<file path="config.mk">
export PLATFORM = sky130hd
export DESIGN_NAME = mem_access_unit
export DESIGN_NICKNAME = d
export VERILOG_FILES = /design/src/rtl/mips_pkg.sv /design/src/rtl/store_align.sv /design/src/rtl/mem_access_unit.sv
export SDC_FILE = /design/constraint.sdc
export NUM_CORES = 1
export LEC_CHECK = 0
export CAP_MARGIN = 20
export CORE_AREA = 2 2 100 174
export DETAILED_ROUTE_END_ITERATION = 6
export DIE_AREA = 0 0 102 176
export PLACE_DENSITY_LB_ADDON = 0.15
export SYNTH_ARGS = -nofsm -noshare
export SYNTH_HDL_FRONTEND = slang
export SYNTH_SLANG_ARGS = --single-unit
</file>
<file path="constraint.sdc">
create_clock -name clk -period 5.74 [get_ports clk]
set_clock_uncertainty 0.15 [all_clocks]
set_input_delay 0.861 -clock clk [delete_from_list [all_inputs] [get_ports clk]]
set_output_delay 0.861 -clock clk [all_outputs]
set_load 0.1 [all_outputs]
</file>
<file path="src/rtl/mips_pkg.sv">
// mips_pkg: memory opcodes, memory-stage FSM states and access decode helpers.
package mips_pkg;

  localparam logic [5:0] OP_LB  = 6'b100000;
  localparam logic [5:0] OP_LH  = 6'b100001;
  localparam logic [5:0] OP_LW  = 6'b100011;
  localparam logic [5:0] OP_LBU = 6'b100100;
  localparam logic [5:0] OP_LHU = 6'b100101;
  localparam logic [5:0] OP_SB  = 6'b101000;
  localparam logic [5:0] OP_SH  = 6'b101001;
  localparam logic [5:0] OP_SW  = 6'b101011;

  localparam logic [1:0] SZ_BYTE = 2'd0;
  localparam logic [1:0] SZ_HALF = 2'd1;
  localparam logic [1:0] SZ_WORD = 2'd2;

  typedef enum logic [1:0] {S_IDLE, S_BUS, S_RESP, S_FAULT} state_e;

  function automatic logic is_load(input logic [5:0] op);
    return op == OP_LB || op == OP_LH || op == OP_LW || op == OP_LBU || op == OP_LHU;
  endfunction

  function automatic logic is_store(input logic [5:0] op);
    return op == OP_SB || op == OP_SH || op == OP_SW;
  endfunction

  // Non-memory opcodes fall into the word bucket; callers must gate on is_load/is_store.
  function automatic logic [1:0] access_size(input logic [5:0] op);
    return (op == OP_LB || op == OP_LBU || op == OP_SB) ? SZ_BYTE :
           (op == OP_LH || op == OP_LHU || op == OP_SH) ? SZ_HALF : SZ_WORD;
  endfunction

endpackage

</file>
<file path="src/rtl/store_align.sv">
// store_align: byte-swaps store data into bus lane order for SB/SH/SW.
module store_align
  import mips_pkg::*;
(
  input  logic [5:0]  opcode,
  input  logic [1:0]  off,
  input  logic [31:0] rt_data,
  output logic [31:0] writedata
);

  logic [1:0]  size;
  logic [15:0] half;

  always_comb begin
    size = access_size(opcode);
    half = {rt_data[7:0], rt_data[15:8]};
    writedata = size == SZ_WORD ? {rt_data[7:0], rt_data[15:8], rt_data[23:16], rt_data[31:24]} :
                size == SZ_HALF ? (off[1] ? {half, 16'h0} : {16'h0, half}) :
                {4{rt_data[7:0]}};
  end

endmodule

</file>
<file path="src/rtl/mem_access_unit.sv">
// mem_access_unit: memory-stage controller running one load/store on an Avalon-style data bus.
module mem_access_unit
  import mips_pkg::*;
(
  input  logic        clk,
  input  logic        reset,
  input  logic        req_valid,
  output logic        req_ready,
  input  logic [31:0] instr,
  input  logic [31:0] rs_data,
  input  logic [31:0] rt_data,
  output logic [31:0] mem_address,
  output logic        mem_read,
  output logic        mem_write,
  output logic [3:0]  mem_byteenable,
  output logic [31:0] mem_writedata,
  input  logic        mem_waitrequest,
  input  logic [31:0] mem_readdata,
  output logic [31:0] ld_word,
  output logic [3:0]  ld_byteenable,
  output logic [31:0] ld_instr,
  output logic        resp_valid,
  output logic        fault
);

  state_e      state_q;
  logic        req_ready_q, mem_read_q, mem_write_q, resp_valid_q, fault_q;
  logic [31:0] addr_q, wd_q, instr_q, ld_word_q, ld_instr_q;
  logic [3:0]  be_q, ld_be_q;
  logic [5:0]  op;
  logic [31:0] ea_d, wd_d;
  logic [1:0]  off, size;
  logic [3:0]  be_d;
  logic        ld, st, ok;

  store_align u_store_align (
    .opcode    (op),
    .off       (off),
    .rt_data   (rt_data),
    .writedata (wd_d)
  );

  always_comb begin
    op   = instr[31:26];
    ea_d = rs_data + {{16{instr[15]}}, instr[15:0]};
    off  = ea_d[1:0];
    size = access_size(op);
    ld   = is_load(op);
    st   = is_store(op);
    be_d = size == SZ_BYTE ? 4'b0001 << off : size == SZ_HALF ? (off[1] ? 4'b1100 : 4'b0011) : 4'b1111;
    ok   = (ld || st) && !(size == SZ_HALF && off[0]) && !(size == SZ_WORD && off != 2'd0);
  end

  always_ff @(posedge clk) begin
    if (reset) begin
      state_q      <= S_IDLE;
      req_ready_q  <= 1'b1;
      mem_read_q   <= 1'b0;
      mem_write_q  <= 1'b0;
      resp_valid_q <= 1'b0;
      fault_q      <= 1'b0;
      addr_q       <= '0;
      be_q         <= '0;
      wd_q         <= '0;
      instr_q      <= '0;
      ld_word_q    <= '0;
      ld_be_q      <= '0;
      ld_instr_q   <= '0;
    end else begin
      case (state_q)
        S_IDLE: if (req_valid) begin
          req_ready_q <= 1'b0;
          if (ok) begin
            addr_q      <= {ea_d[31:2], 2'b00};
            be_q        <= be_d;
            wd_q        <= wd_d;
            instr_q     <= instr;
            mem_read_q  <= ld;
            mem_write_q <= st;
            state_q     <= S_BUS;
          end else begin
            resp_valid_q <= 1'b1;
            fault_q      <= 1'b1;
            state_q      <= S_FAULT;
          end
        end
        S_BUS: if (!mem_waitrequest) begin
          mem_read_q   <= 1'b0;
          mem_write_q  <= 1'b0;
          resp_valid_q <= 1'b1;
          state_q      <= S_RESP;
          if (mem_read_q) begin
            ld_word_q  <= mem_readdata;
            ld_be_q    <= be_q;
            ld_instr_q <= instr_q;
          end
        end
        default: begin
          resp_valid_q <= 1'b0;
          fault_q      <= 1'b0;
          req_ready_q  <= 1'b1;
          state_q      <= S_IDLE;
        end
      endcase
    end
  end

  assign req_ready      = req_ready_q;
  assign mem_address    = addr_q;
  assign mem_read       = mem_read_q;
  assign mem_write      = mem_write_q;
  assign mem_byteenable = be_q;
  assign mem_writedata  = wd_q;
  assign ld_word        = ld_word_q;
  assign ld_byteenable  = ld_be_q;
  assign ld_instr       = ld_instr_q;
  assign resp_valid     = resp_valid_q;
  assign fault          = fault_q;

endmodule

</file>
; Yosys cells after proc, flatten, opt, wreduce, memory -nomap -nowiden
; Cells that the tools add are included.
[classes]
n_addsub = 1
eq_ne = 15
bitwise = 2
reduce_logical = 28
shift = 1
mux = 26
[ops]
columns = cell, n
row1 = $mux W32, 3
row2 = $eq A6 B6 Y1 const B, 8
row3 = $add A32 B32 Y32, 1
row4 = $mux W4, 3
row5 = $reduce_and A3 Y1, 4
row6 = $logic_or A1 B1 Y1, 11
row7 = $mux W2, 5
row8 = $pmux W1 S2, 5
row9 = $mux W1, 9
row10 = $ne A2 B2 Y1 const B, 4
row11 = $eq A2 B1 Y1 const B, 2
row12 = $logic_and A1 B1 Y1, 4
row13 = $logic_not A2 Y1, 2
row14 = $pmux W2 S2, 1
row15 = $reduce_and A2 Y1, 2
row16 = $reduce_and A4 Y1, 1
row17 = $reduce_bool A2 Y1, 2
row18 = $shl A1 B2 Y4 const A, 1
row19 = $eq A2 B2 Y1 const B, 1
row20 = $logic_not A1 Y1, 2
row21 = $not A1 Y1, 2
[word_totals]
reg_bits = 173
word_cells = 86
inputBits = 132
out_inout_bits = 141

; Logic depth before layout (Yosys ltp)
[logic_depth]
word_depth = 13
ltp_mapped = 11
depth_no_buf = 10

; Hierarchy
; From an unflattened synthesis, not the netlist that was laid out.
[unflattened]
cells_unflattened = 1051
area_unflattened_um2 = 8215.4
[modules_own_cells]
columns = mod, instances, cells_each, area_each_um2
row1 = mem_access_unit, 1, 983, 7666.1
row2 = store_align, 1, 68, 549.3

; Worst setup path after synthesis
; No wires, ideal clock.
[synth_timing]
kind = in2reg
start = in instr[0]
end = reg be_q[1] (netlist: mem_byteenable[1])
setup_ns = 0.132
required_time_ns = 5.458
path_buffers = 3
path_slack_ns = 2.496
cell_stages = 10
t_arrival_ns = 2.962
path_cell_list = ha_1 -> fa_1 -> clkbuf_1 -> nor4_1 -> o21ai_1 -> or3_1 -> buf_2 -> buf_2 -> a2111oi_0 -> nor3_1
[synth_between]
elab_chain_cells = 6
word_cells_on_any_way = 13
cone_classes = 1 x add/sub / 1 x shift / 3 x mux / 8 x reduce/logical
[synth_lines]
columns = element, line
row1 = from (decl), mem_access_unit.sv:9  ; input logic [31:0] instr,
row2 = $add A32 B32 Y32 *, mem_access_unit.sv:45  ; ea_d = rs_data + {{16{instr[15]}}, instr[15:0]};
row3 = $reduce_bool A2 Y1 / $logic_and A1 B1 Y1 (equally long branches), mem_access_unit.sv:51  ; ok = (ld || st) && !(size == SZ_HALF && off[0]) && !(size == SZ_WORD && off != 2'd0);
row4 = $logic_and A1 B1 Y1 / $logic_not A1 Y1 (equally long branches), mem_access_unit.sv:51
row5 = $logic_not A1 Y1 / $logic_and A1 B1 Y1 (equally long branches), mem_access_unit.sv:51
row6 = $logic_and A1 B1 Y1, mem_access_unit.sv:51
row7 = $reduce_and A3 Y1 (no line), -
row8 = to (signal assigned), mem_access_unit.sv:63  ; be_q <= '0;
row9 = to (signal assigned), mem_access_unit.sv:75  ; be_q <= be_d;
row10 = to (decl), mem_access_unit.sv:29  ; logic [3:0] be_q, ld_be_q;
; Mark *: on every way between the ends. The rest lies on a longest branch, timed or not.
; A chain may end at the register's enable or synchronous reset.

; Worst setup path in the final report
[layout_timing]
start = in instr[0]
end = reg addr_q[19] (netlist: mem_address[19])
[layout_between]
elab_chain_cells = 6
word_cells_on_any_way = 9
cone_classes = 1 x add/sub / 8 x reduce/logical
[layout_lines]
columns = element, line
row1 = $add A32 B32 Y32 *, mem_access_unit.sv:45
row2 = $reduce_bool A2 Y1 / $logic_and A1 B1 Y1 (equally long branches), mem_access_unit.sv:51
row3 = $logic_and A1 B1 Y1 / $logic_not A1 Y1 (equally long branches), mem_access_unit.sv:51
row4 = $logic_not A1 Y1 / $logic_and A1 B1 Y1 (equally long branches), mem_access_unit.sv:51
row5 = $logic_and A1 B1 Y1, mem_access_unit.sv:51
row6 = $reduce_and A3 Y1 (no line), -
row7 = to (signal assigned), mem_access_unit.sv:74  ; addr_q <= {ea_d[31:2], 2'b00};
row8 = to (decl), mem_access_unit.sv:28  ; logic [31:0] addr_q, wd_q, instr_q, ld_word_q, ld_instr_q;
; Marks and branches as above.

==> results.cfg <==
[cells_and_area]
area_growth_pct = 41.6
nFillCells = 1421
finish.utilization_pct = 68.7
drive_above_1_share_pct = 3.77
diodes = 0
finalNetCount = 1424
stdcell_count = 1497
ff_latch_area_um2 = 3460
multiInputGateArea_um2 = 4180

[synth]
async_flop_share_pct = 0
synth.most_common_cell = nand2_1
synth_area_um2 = 7980
synth_ff_type = dfxtp_1
synthCells = 1034
synth_cell_types = 58
ys_warn_count = 0
synth_top_cell_by_area = dfxtp_1
syn_area_per_cell_um2 = 7.72
synth_seq_cells = 173
yosys-top-cells-area = dfxtp_1 43%, nand2_1 12%, a21oi_1 11%, ha_1 4.9%, nor2_1 3.7%
synth_top_area_share_pct = 43.4
synth_top_cells_by_count = 256 x nand2_1, 173 x dfxtp_1, 169 x a21oi_1, 79 x nor2_1, 53 x clkbuf_1
seq_area_frac_synth_pct = 43.4
synth_edf_count = 0

[power_and_ir_drop]
seq_power_share_pct = 43.1
swShare_pct = 28.6
power_frac_clock_pct = 38.2
p_switching_mw = 0.818
ir_worst_vdd_uv = 138
p_leak_nw = 3.96
p_comb_share_pct = 18.7
p_per_area_nw_per_um2 = 253
internal_power_mw = 2.04

[worst_setup_path]
crit_required_ps = 5940
startpoint_type = input pin
cp_max_fo = 63
worst_setup_path_end_kind = register
cp.arrival_ps = 4070
crit_type = in -> reg

[global_route]
grt_max_degree = 119
grt_pass1_wl_um = 38500
gr-total-overflow = 0
grtUsageTotal_pct = 27.4
grt_pass1_vias = 7554
antenna_found_initial = 0

[drt]
drc_errors = 0
num_vias = 8097
viasPerCell = 5.41
antenna_left = 0
post_drt_wl_per_cell_um = 16.8
routed_wl_um = 25200
drt_iter0_markers = 488
first_pass_iters = 5

[floorplanning]
die_height_um = 176
die_area_um2 = 18000
floorplan.initialDensity_pct = 48.5
io-pin-count = 273
die_w_um = 102
rows = 62
core_um2 = 16400

[flow_run]
maxCapViolCount = 0

[timing]
rsz0062_at_grt = no
drv_slew = 0
slew_headroom_pct = 29.5
fin_tns_setup_ps = 0
finalCriticalPeriod_ps = 3870
min_period_over_period_pct = 67.4
worst_slew_pin_slew_ps = 1050
hold_violations = 0
finalSetupViolCount = 0
max_freq_mhz = 259

[clock_network]
cts_setup_buffers = 0
cts_buffers = 17
cts_buffer_depth = 2
ctsHoldBuffers = 0
clk_pin_slew_worst_paths_ps = 70
cts_sinks = 173
clk_latency_ps = 430
htreeDepth = 4
cts_tree = yes
cts_resized = 0
root_buffer = clkbuf_16

[place]
gp_congestion = 0.935
portBuffers = 270
placed_cells_incl_taps = 1464
hpwl_um = 18300

[worst_hold_path]
hold_class = reg -> reg

[run_status]
outcome = completed
==> layer usage <==
layer | up-vias | track usage [%] | share of wire (%)
met3 | 58 | 5.46 | 6.1
met4 | 0 | 12.1 | 3.9
met1 | 3702 | 30.3 | 37
met2 | 308 | 49.5 | 53
met5 | - | 0 | 0
li1 | 4029 | - | -
==> cells in the final DEF (no fill, tap or decap), drive strengths merged, types with 5 or more instances in the layout <==
cell,synthesis,final
nor3,38,38
dfxtp,173,173
o21bai,5,5
buf,20,10
nand2,256,256
nand3,19,19
nor2,80,80
o21a,5,5
o21ai,24,24
nand4,8,8
clkbuf,53,22
nor4,7,7
xor2,6,6
a21o,18,18
inv,12,12
a211oi,13,13
clkdlybuf4s50,0,269
xnor2,15,15
a221oi,24,24
ha,31,31
a21oi,169,169
clkinv,0,7
==> metrics by stage <==
stage	area [um^2]	power [mW]	worst slack [ps]	hold WS, ps
floorplan	7990	1.59	2500	277
global placement	10700	1.78	1500	283
detailed placement	10700	1.79	1430	285
CTS	11300	2.87	1870	300
global route	11300	2.96	1710	313
finish	11300	2.86	1870	299
==> cell type report <==
class | instances | area share (%)
Sequential cell | 173 | 30.6
Clock inverter | 10 | 0.808
Clock buffer | 22 | 4.11
Multi-Input combinational cell | 777 | 37.0
Tap cell | 224 | 2.48
Inverter | 12 | 0.398
Timing Repair Buffer | 279 | 24.6
==> state kept, by name (all words and copies together), names as in the netlist, 2 cells and up <==
name,cells
instr_q,32
ld_byteenable,4
ld_instr,32
ld_word,32
mem_address,30
mem_byteenable,4
mem_writedata,32
state_q,2
==> worst max-delay path, stage by stage <==
cell             delay (ps)
clkdlybuf4s50_1         500
ha_1                    290
fa_1                    550
nor4_1                  270
o21ai_1                 120
or3_4                   610
or4b_1                  580
a21o_1                  170
o211ai_1                 90
==> path summary, 6_finish.rpt <==
kind | from | endpoint | slack [ps] | cells after the start
min | instr_q[5] | ld_instr[5] | 300 | 2
max | instr[0] | mem_address[19] | 1870 | 9
min reg2reg | instr_q[5] | ld_instr[5] | 300 | 2
max reg2reg | state_q[0] | mem_address[19] | 3430 | 5
==> power groups by stage <==
| stage | sequential (mW) | combinational (mW) | clock (mW) |
|---|---|---|---|
| after floorplan | 1.36 | 0.235 | 0 |
| after global placement | 1.26 | 0.527 | 0 |
| after detailed placement | 1.26 | 0.528 | 0 |
| after CTS | 1.23 | 0.531 | 1.11 |
| after global routing | 1.23 | 0.570 | 1.16 |
| final | 1.23 | 0.535 | 1.09 |
==> cells by family (layout without fill, tap and decap cells) <==
family	count (synthesis)	in the layout	share of synthesized area, %
adders and majority gates	32	32	5.11
muxes	1	1	0.125
AOI/OAI and AO/OA	284	284	21.4
DFF	173	173	43.4
buffers and inverters	85	323	4.45
xor gates and xnor gates	21	21	2.30
other	1	2	0.0470
and+or+nand+nor	437	437	23.2
Power figures use the tool's default switching activity.
==> RTL change: new RTL, config.mk and constraints unchanged <==
The 4 states of `state_e` get a one-hot encoding in 4 bits.
--- a/src/rtl/mips_pkg.sv
+++ b/src/rtl/mips_pkg.sv
@@ -14,7 +14,7 @@
   localparam logic [1:0] SZ_HALF = 2'd1;
   localparam logic [1:0] SZ_WORD = 2'd2;
 
-  typedef enum logic [1:0] {S_IDLE, S_BUS, S_RESP, S_FAULT} state_e;
+  typedef enum logic [3:0] {S_IDLE = 4'b0001, S_BUS = 4'b0010, S_RESP = 4'b0100, S_FAULT = 4'b1000} state_e;
 
   function automatic logic is_load(input logic [5:0] op);
     return op == OP_LB || op == OP_LH || op == OP_LW || op == OP_LBU || op == OP_LHU;
Formal check against the unedited RTL: same outputs for any inputs over 4 cycles, from zero or initial values and one cycle with reset high; so few cycles prove little.
==> RTL change against the unedited design <==
  * Sequential cell count up 2
  * Global-route usage down 0.42 points
  * Final area up 2.3%
  * Critical path depth up 1
  * Sequential share of layout area down 0.35 points
  * Combinational power down 5.8%
  * Wire length down 0.25%
  * Final cell count up 1.1%
  * Total power up 1.1%
  * Setup slack worse by 0.27 ns
  * Synthesized area up 2.3%
  * Critical path type unchanged
  * Critical endpoint is now mem_address[31]$_SDFFE_PP0P_
  * Largest power group unchanged
  * Highest routed layer unchanged
==> RTL change: results (changes against the unedited design) <==
- HP Start: req_ready$_SDFFE_PP1P_
- Hpwl dp: 17.9 mm (-1.9%)
- Gr usage total: 27.0% (-0.42 points)
- Gp weighted congestion: 0.895 (-4.3%)
- Adder-Cell Fraction of Synth Area: 4.99% (-0.11 points)
- Cell leakage power: 0.00403 uW (+1.6%)
- Via count: 8360 (+3.2%)
- Grt met2 use: 48.6% (-0.90 points)
- Post-synthesis mux area share: 0.506% (+0.38 points)
- Syn Inst Count: 1041 (+0.68%)
- Xor/xnor share of the synthesized area: 1.29% (-1.0 points)
- M3 GR Usage: 5.78% (+0.32 points)
- Synth unique cells: 60 (+3.4%)
- Post-layout nets: 1440 (+1.1%)
- Seq/Total Area, Yosys: 42.9% (-0.48 points)
- Synth top cells by count: nand2_1, dfxtp_1, a21oi_1
- Compound-cell area share of the yosys netlist: 22.4% (+1.0 points)
- Outcome: completed
- Reg2Reg Launch Point: state_q[2]$_SDFFE_PP0P_
- CP Max Fanout: 43 (-32%)
- Antenna cells: 0 (unchanged)
- Largest net degree at the start of global routing: 94 (-21%)
- Drt wl/cell: 16.6 microns (-1.3%)
- Worst path arrival time: 4.36 ns (+0.29 ns)
- Met1 Track Usage GR: 30.1% (-0.16 points)
- Number of global-route vias before repair: 7949 (+5.2%)
- Initial DRC count: 334 (-32%)
- Worst slew margin: 29.6% (+0.13 points)
- Top cells by area, synth: dfxtp_1, nand2_1, a21oi_1
- Pre-antenna DRT Iters: 4 (-1)
- Fraction of layout cells with a size suffix above 1: 4.81% (+1.0 points)
- VDD IR max: 0.000189 V (+37%)
- Fillers: 1383 (-2.7%)
[RTL change: path summary, 6_finish.rpt]
check             cells after the start  slack (ns)                      endpoint
hold / removal                        2        0.29        req_ready$_SDFFE_PP1P_
setup / recovery                     10        1.60  mem_address[31]$_SDFFE_PP0P_
setup reg to reg                      5        3.05  mem_address[31]$_SDFFE_PP0P_
hold reg to reg                       2        0.29        req_ready$_SDFFE_PP1P_
[RTL change: worst max-delay path: stages]
cell and delay [ns]:
clkdlybuf4s50_1 0.52, ha_1 0.24, inv_1 0.07, fa_1 0.58
nand3b_1 0.15, a2111oi_4 0.61, and3_4 0.62, o211ai_1 0.20
a221oi_1 0.33, mux2_1 0.17
[RTL change: through the flow]
step | total power, uW | util [%] | area, sq um | hold slack [ns] | setup slack (ns)
after floorplan | 1580 | - | 8170 | 0.277 | 2.33
after global placement | 1760 | 66.8 | 11000 | 0.281 | 1.28
after detailed placement | 1770 | 66.8 | 11000 | 0.286 | 1.18
after CTS | 2910 | 70.3 | 11600 | 0.297 | 1.61
after global routing | 2990 | 70.3 | 11600 | 0.303 | 1.41
final | 2890 | 70.3 | 11600 | 0.295 | 1.60
[RTL change: final cells by class]
class | count | share of cell area (%)
flip-flops and latches | 175 | 30.3
clock inverters | 14 | 1.24
multi-input cells | 790 | 37.8
repair buffers | 280 | 24.0
well taps | 224 | 2.42
inverters | 12 | 0.389
clock buffers | 18 | 3.80
[RTL change: metal layers]
layer / up-vias / wire length [microns]
li1: 4120 / -
met3: 53 / 1540
met5: - / 0
met1: 3907 / 9480
met4: 0 / 869
met2: 280 / 13200
[RTL change: kinds of logic after synthesis]
logic type	Yosys count
simple gates	448
compound gates	292
flops	175
buf+inv	77
fa+ha+maj	32
xor+xnor	12
mux	4
other cells	1
[RTL change: power breakdown]
part	total (uW)	internal, uW	leakage (uW)	switching (uW)
registers	1240	1230	0.00141	10.3
clock network	1150	592	0.000282	556
logic	504	196	0.00233	307
total	2890	2020	0.00403	873
